===== src/rtl/mem_port_arbiter_pkg.sv =====
// Shared state/owner encodings and default word length for mem_port_arbiter.
// Optional feature macro: MEM_PORT_ARB_RR_EN (round-robin arbitration).
`ifndef WORD_LEN
`define WORD_LEN 32
`endif

package mem_port_arbiter_pkg;
  typedef enum logic [1:0] {
    IDLE = 2'd0,
    BUSY = 2'd1,
    RESP = 2'd2
  } arb_state_t;

  typedef enum logic {
    OWN_IF  = 1'b0,
    OWN_MEM = 1'b1
  } owner_t;
endpackage


===== src/rtl/mem_port_arb_sel.sv =====
// Combinational owner picker for mem_port_arbiter.
// MEM_PORT_ARB_RR_EN selects round-robin on ties; otherwise MEM beats IF.
module mem_port_arb_sel
  import mem_port_arbiter_pkg::*;
(
  input  logic   if_req,
  input  logic   mem_req,
`ifdef MEM_PORT_ARB_RR_EN
  input  owner_t last_grant,
`endif
  output owner_t grant
);

  always_comb begin
    grant = OWN_MEM;
    if (!mem_req) begin
      grant = OWN_IF;
    end
`ifdef MEM_PORT_ARB_RR_EN
    // last_grant holds the owner favoured at the next tie
    else if (if_req) begin
      grant = last_grant;
    end
`endif
  end

endmodule


===== src/rtl/mem_port_arbiter.sv =====
// Shares one single-port external memory between instruction fetch and load/store.
// Optional feature macro: MEM_PORT_ARB_RR_EN (round-robin instead of MEM-first).
module mem_port_arbiter
  import mem_port_arbiter_pkg::*;
#(
  parameter int ADDR_W = 32,
  parameter int DATA_W = `WORD_LEN
) (
  input  logic              clk,
  input  logic              rst,
  input  logic              if_req,
  input  logic [ADDR_W-1:0] if_addr,
  output logic [DATA_W-1:0] if_rdata,
  output logic              if_ready,
  output logic              if_stall,
  input  logic              mem_rd_en,
  input  logic              mem_wr_en,
  input  logic [ADDR_W-1:0] mem_addr,
  input  logic [DATA_W-1:0] mem_wdata,
  output logic [DATA_W-1:0] mem_rdata,
  output logic              mem_ready,
  output logic              mem_stall,
  output logic              ext_req,
  output logic              ext_we,
  output logic [ADDR_W-1:0] ext_addr,
  output logic [DATA_W-1:0] ext_wdata,
  input  logic [DATA_W-1:0] ext_rdata,
  input  logic              ext_ack
);

  arb_state_t        state_reg, state_next;
  owner_t            owner_reg, grant;
  logic              mem_req, start, done;
  logic              if_ready_reg, mem_ready_reg, ext_req_reg, ext_we_reg;
  logic [ADDR_W-1:0] ext_addr_reg;
  logic [DATA_W-1:0] ext_wdata_reg, if_rdata_reg, mem_rdata_reg;

  assign mem_req = mem_rd_en | mem_wr_en;

`ifdef MEM_PORT_ARB_RR_EN
  owner_t last_grant_reg;

  mem_port_arb_sel u_sel (
    .if_req    (if_req),
    .mem_req   (mem_req),
    .last_grant(last_grant_reg),
    .grant     (grant)
  );

  // Favour the other requester at the next tie once an owner is granted.
  always_ff @(posedge clk) begin
    if (!rst) begin
      last_grant_reg <= OWN_IF;
    end else if (start) begin
      last_grant_reg <= (grant == OWN_IF) ? OWN_MEM : OWN_IF;
    end
  end
`else
  mem_port_arb_sel u_sel (
    .if_req (if_req),
    .mem_req(mem_req),
    .grant  (grant)
  );
`endif

  always_comb begin
    state_next = state_reg;
    start      = 1'b0;
    done       = 1'b0;
    case (state_reg)
      IDLE: begin
        if (if_req || mem_req) begin
          start      = 1'b1;
          state_next = BUSY;
        end
      end
      BUSY: begin
        if (ext_ack) begin
          done       = 1'b1;
          state_next = RESP;
        end
      end
      RESP:    state_next = IDLE;
      default: state_next = IDLE;
    endcase
  end

  always_ff @(posedge clk) begin
    if (!rst) begin
      state_reg <= IDLE;
    end else begin
      state_reg <= state_next;
    end
  end

  always_ff @(posedge clk) begin
    if (!rst) begin
      owner_reg     <= OWN_IF;
      ext_req_reg   <= 1'b0;
      ext_we_reg    <= 1'b0;
      ext_addr_reg  <= '0;
      ext_wdata_reg <= '0;
      if_rdata_reg  <= '0;
      mem_rdata_reg <= '0;
      if_ready_reg  <= 1'b0;
      mem_ready_reg <= 1'b0;
    end else begin
      if_ready_reg  <= 1'b0;
      mem_ready_reg <= 1'b0;
      if (start) begin
        owner_reg     <= grant;
        ext_req_reg   <= 1'b1;
        ext_we_reg    <= (grant == OWN_MEM) && mem_wr_en;
        ext_addr_reg  <= (grant == OWN_MEM) ? mem_addr : if_addr;
        ext_wdata_reg <= (grant == OWN_MEM) ? mem_wdata : '0;
      end
      // Ready only if the owner still wants the result (e.g. not flushed).
      if (done) begin
        ext_req_reg <= 1'b0;
        if (owner_reg == OWN_IF) begin
          if_rdata_reg <= ext_rdata;
          if_ready_reg <= if_req;
        end else begin
          if (!ext_we_reg) begin
            mem_rdata_reg <= ext_rdata;
          end
          mem_ready_reg <= mem_req;
        end
      end
    end
  end

  assign ext_req   = ext_req_reg;
  assign ext_we    = ext_we_reg;
  assign ext_addr  = ext_addr_reg;
  assign ext_wdata = ext_wdata_reg;
  assign if_rdata  = if_rdata_reg;
  assign mem_rdata = mem_rdata_reg;
  assign if_ready  = if_ready_reg;
  assign mem_ready = mem_ready_reg;
  assign if_stall  = if_req & ~if_ready_reg;
  assign mem_stall = mem_req & ~mem_ready_reg;

endmodule

===== config.mk =====
export PLATFORM = sky130hd
export DESIGN_NAME = mem_port_arbiter
export DESIGN_NICKNAME = d
export VERILOG_FILES = /design/src/rtl/mem_port_arbiter_pkg.sv /design/src/rtl/mem_port_arb_sel.sv /design/src/rtl/mem_port_arbiter.sv
export SDC_FILE = /design/constraint.sdc
export NUM_CORES = 1
export LEC_CHECK = 0
export ABC_AREA = 1
export BUFFER_PORTS_ARGS = -buffer_cell sky130_fd_sc_hd__buf_2
export CORE_MARGIN = 5
export CORE_UTILIZATION = 52
export CTS_BUF_LIST = sky130_fd_sc_hd__clkbuf_8
export CTS_CLUSTER_DIAMETER = 30
export DETAILED_ROUTE_END_ITERATION = 8
export PLACE_DENSITY = 0.95
export SYNTH_ARGS = -nofsm -noshare
export SYNTH_HDL_FRONTEND = slang
export SYNTH_SLANG_ARGS = --single-unit

===== constraint.sdc =====
create_clock -name clk -period 1.73 [get_ports clk]
set_input_delay 0.173 -clock clk [delete_from_list [all_inputs] [get_ports clk]]
set_output_delay 0.173 -clock clk [all_outputs]
set_load 0.03 [all_outputs]

==> results.json <==
{
  "outcome": "finished, final reports clean",
  "power.leakage_nw": 4.24,
  "core_region_area_um2": 10700,
  "holdWs_ps": 34.3,
  "critical_path_arrival_ps": 1680,
  "synth.avg_cell_area_um2": 6.60,
  "layout.cells.non_filler": 1282,
  "detailroute.via_count": 6091,
  "cts_max_level": 4,
  "first_global_vias": 5686,
  "post_cts.repair.setup_buffers": 0,
  "clock_insertion_delay_worst_skew_ps": 410,
  "mappedNetlistArea_um2": 5660,
  "final_cell_mix": "sky130_fd_sc_hd__nand2_1, sky130_fd_sc_hd__buf_2, sky130_fd_sc_hd__nor2_1",
  "finalCriticalPeriod_ps": 1350,
  "ys_seq_area_frac": 0.478,
  "final_common_cell": "sky130_fd_sc_hd__nand2_1",
  "cts.reportedPaths.clkPinSlew_ps": 80,
  "critPathRequiredTime_ps": 2060,
  "worst_reg_to_reg_path_cell_count": 5,
  "min_path_type": "input pin to flop",
  "post-dp-hpwl_um": 11500,
  "total_power_mw": 8.34,
  "worst-path-max-fanout": 34,
  "final.setup_skew_ps": 17.4,
  "placement.io_buffers": 267,
  "firstDrtPassIters": 5,
  "global_route_wire_length_before_repair_um": 26500,
  "die-area_um2": 13100,
  "postSynthNetCount": 992,
  "timing.final.ws_setup_ps": 376,
  "die_width_um": 114,
  "rsz_0062_raised_after_global_routing": "false",
  "synth_area_leaders": "sky130_fd_sc_hd__dfxtp_1, sky130_fd_sc_hd__nand2_1, sky130_fd_sc_hd__nor2_1, sky130_fd_sc_hd__inv_1, sky130_fd_sc_hd__a21oi_1",
  "rrSetupSlack_ps": 380,
  "setup_tns_ps": 0,
  "initial_core_util": 0.527,
  "fmaxAchievable_mhz": 739,
  "tritoncts": "built",
  "synth_area_leader_cell": "sky130_fd_sc_hd__dfxtp_1",
  "post_route_drc": 0,
  "post_route_cells_drive_above_1_share": 0.277,
  "crit_path_start_kind": "flop",
  "post_drt_wl_per_cell_um": 13.2,
  "timing.rr.start": "state_reg[0]$_SDFFE_PN0P_",
  "place_worst_setup_slack_ps": 391,
  "synthDistinctLibCells": 18,
  "vias_per_cell": 4.75,
  "diodes": 0,
  "overflow": 0,
  "postSynthCellCount": 858,
  "io_pins": 268,
  "postLayoutCoreUtil": 0.719,
  "fin_nets": 1265,
  "timing.hold.worst_path_depth": 3,
  "timing_hold_violations_final": 0,
  "chipHeight_um": 114,
  "crit_path_end_kind": "flop",
  "cts_max_path_buffers": 2,
  "antenna_violating_nets_post_route": 0,
  "yosys_register_bits": 135,
  "postPlaceCellArea_um2": 7020,
  "holdPathEnd": "ext_wdata[19]$_SDFFE_PN0P_",
  "pin_count_of_the_biggest_net_entering_global_routing": 98,
  "post_cts_resize_count": 0,
  "max_cap_viol_count": 0,
  "crit_path_class": "flop to flop",
  "maxSlewViolCount": 0,
  "aggregate_routed_wire_length_um": 16900,
  "dpl.cell_count": 1228,
  "worst_margin_pin_slew_ps": 402,
  "fill_cells": 845,
  "areaGrowthSynthToFinish_pct": 36.5,
  "hp-start": "mem_wdata[19]",
  "final.period_utilization": 0.783,
  "clock_tree.root_cell": "sky130_fd_sc_hd__clkbuf_8",
  "stdcell_area_um2": 7720,
  "rows": 38,
  "synth_top_cell_area_share": 0.478,
  "power-per-cell-area_nw_per_um2": 1080,
  "tritoncts.num_buffers": 17,
  "detailedRoute.firstIterationViolations": 629,
  "antenna_found_initial": 0,
  "setup_violations": 0,
  "irDropWorstVdd_mv": 0.754,
  "maxSlewHeadroom": 0.732,
  "synthesis.yosys.warnings": 0,
  "critical_path.reg2reg.endpoint": "ext_wdata[30]$_SDFFE_PN0P_",
  "routabilityCongestion": 0.841,
  "grt.total_usage": 0.250,
  "clock-sinks": 135
}
per-layer routing:
layer / wire length (µm) / GRT usage
met2: 8450 / 0.449
met4: 355 / 0.0808
met5: 0 / 0
met3: 1580 / 0.0714
met1: 6500 / 0.286
logic make-up after synthesis:
logic type      after synthesis  share of synthesized area
buf+inv                     120                     0.0984
compound gates               36                     0.0318
simple gates                567                      0.392
flops                       135                      0.478
how the worst max path moves through the flow:
stage	start	endpoint	cells after the start	slack (ps)
finish	state_reg[0]$_SDFFE_PN0P_	ext_wdata[30]$_SDFFE_PN0P_	5	380
global route	state_reg[0]$_SDFFE_PN0P_	if_rdata[16]$_SDFFE_PN0P_	6	300
CTS	state_reg[0]$_SDFFE_PN0P_	if_rdata[16]$_SDFFE_PN0P_	6	380
detailed placement	state_reg[0]$_SDFFE_PN0P_	if_rdata[16]$_SDFFE_PN0P_	6	390
global placement	state_reg[0]$_SDFFE_PN0P_	mem_rdata[26]$_SDFFE_PN0P_	6	510
floorplan	ext_we$_SDFFE_PN0P_	mem_rdata[23]$_SDFFE_PN0P_	7	520
Yosys cell counts:
master	count
sky130_fd_sc_hd__nand3_4	1
sky130_fd_sc_hd__dfxtp_1	135
sky130_fd_sc_hd__inv_2	2
sky130_fd_sc_hd__clkbuf_1	7
sky130_fd_sc_hd__buf_4	11
sky130_fd_sc_hd__nor2_4	3
sky130_fd_sc_hd__a21oi_1	36
sky130_fd_sc_hd__nor2_2	2
sky130_fd_sc_hd__inv_1	70
sky130_fd_sc_hd__nand3_1	33
sky130_fd_sc_hd__nor2_1	195
sky130_fd_sc_hd__buf_1	8
sky130_fd_sc_hd__nand2_1	330
sky130_fd_sc_hd__nand3b_1	1
sky130_fd_sc_hd__buf_6	6
sky130_fd_sc_hd__nor4_1	1
sky130_fd_sc_hd__and3_1	1
sky130_fd_sc_hd__buf_2	16
power breakdown:
part | switching (mW) | total, mW | internal (mW)
Combinational | 1.21 | 1.80 | 0.588
Clock | 1.21 | 3.06 | 1.85
Sequential | 0.130 | 3.48 | 3.35
worst max-delay path, cell delays in order (launching register included):
cell and delay, ps:
sky130_fd_sc_hd__dfxtp_1 420, sky130_fd_sc_hd__nor2_2 90, sky130_fd_sc_hd__nand2_1 80, sky130_fd_sc_hd__buf_4 330
sky130_fd_sc_hd__nand3_1 160, sky130_fd_sc_hd__a21oi_1 210
what timing repair did:
item,in CTS,in global routing
hold buffers,24,0
endpoints found under the setup margin,0,0
hold endpoints to repair,24,0
final cells by class:
| cell class | count | area, µm² | share of cell area |
|---|---|---|---|
| Clock buffer | 17 | 234 | 0.0303 |
| Clock inverter | 13 | 231 | 0.0300 |
| Inverter | 72 | 270 | 0.0350 |
| Multi-Input combinational cell | 603 | 2400 | 0.311 |
| Sequential cell | 135 | 2700 | 0.350 |
| Tap cell | 140 | 175 | 0.0227 |
| Timing Repair Buffer | 302 | 1710 | 0.221 |
No activity file was read; power rests on OpenSTA's default activity.
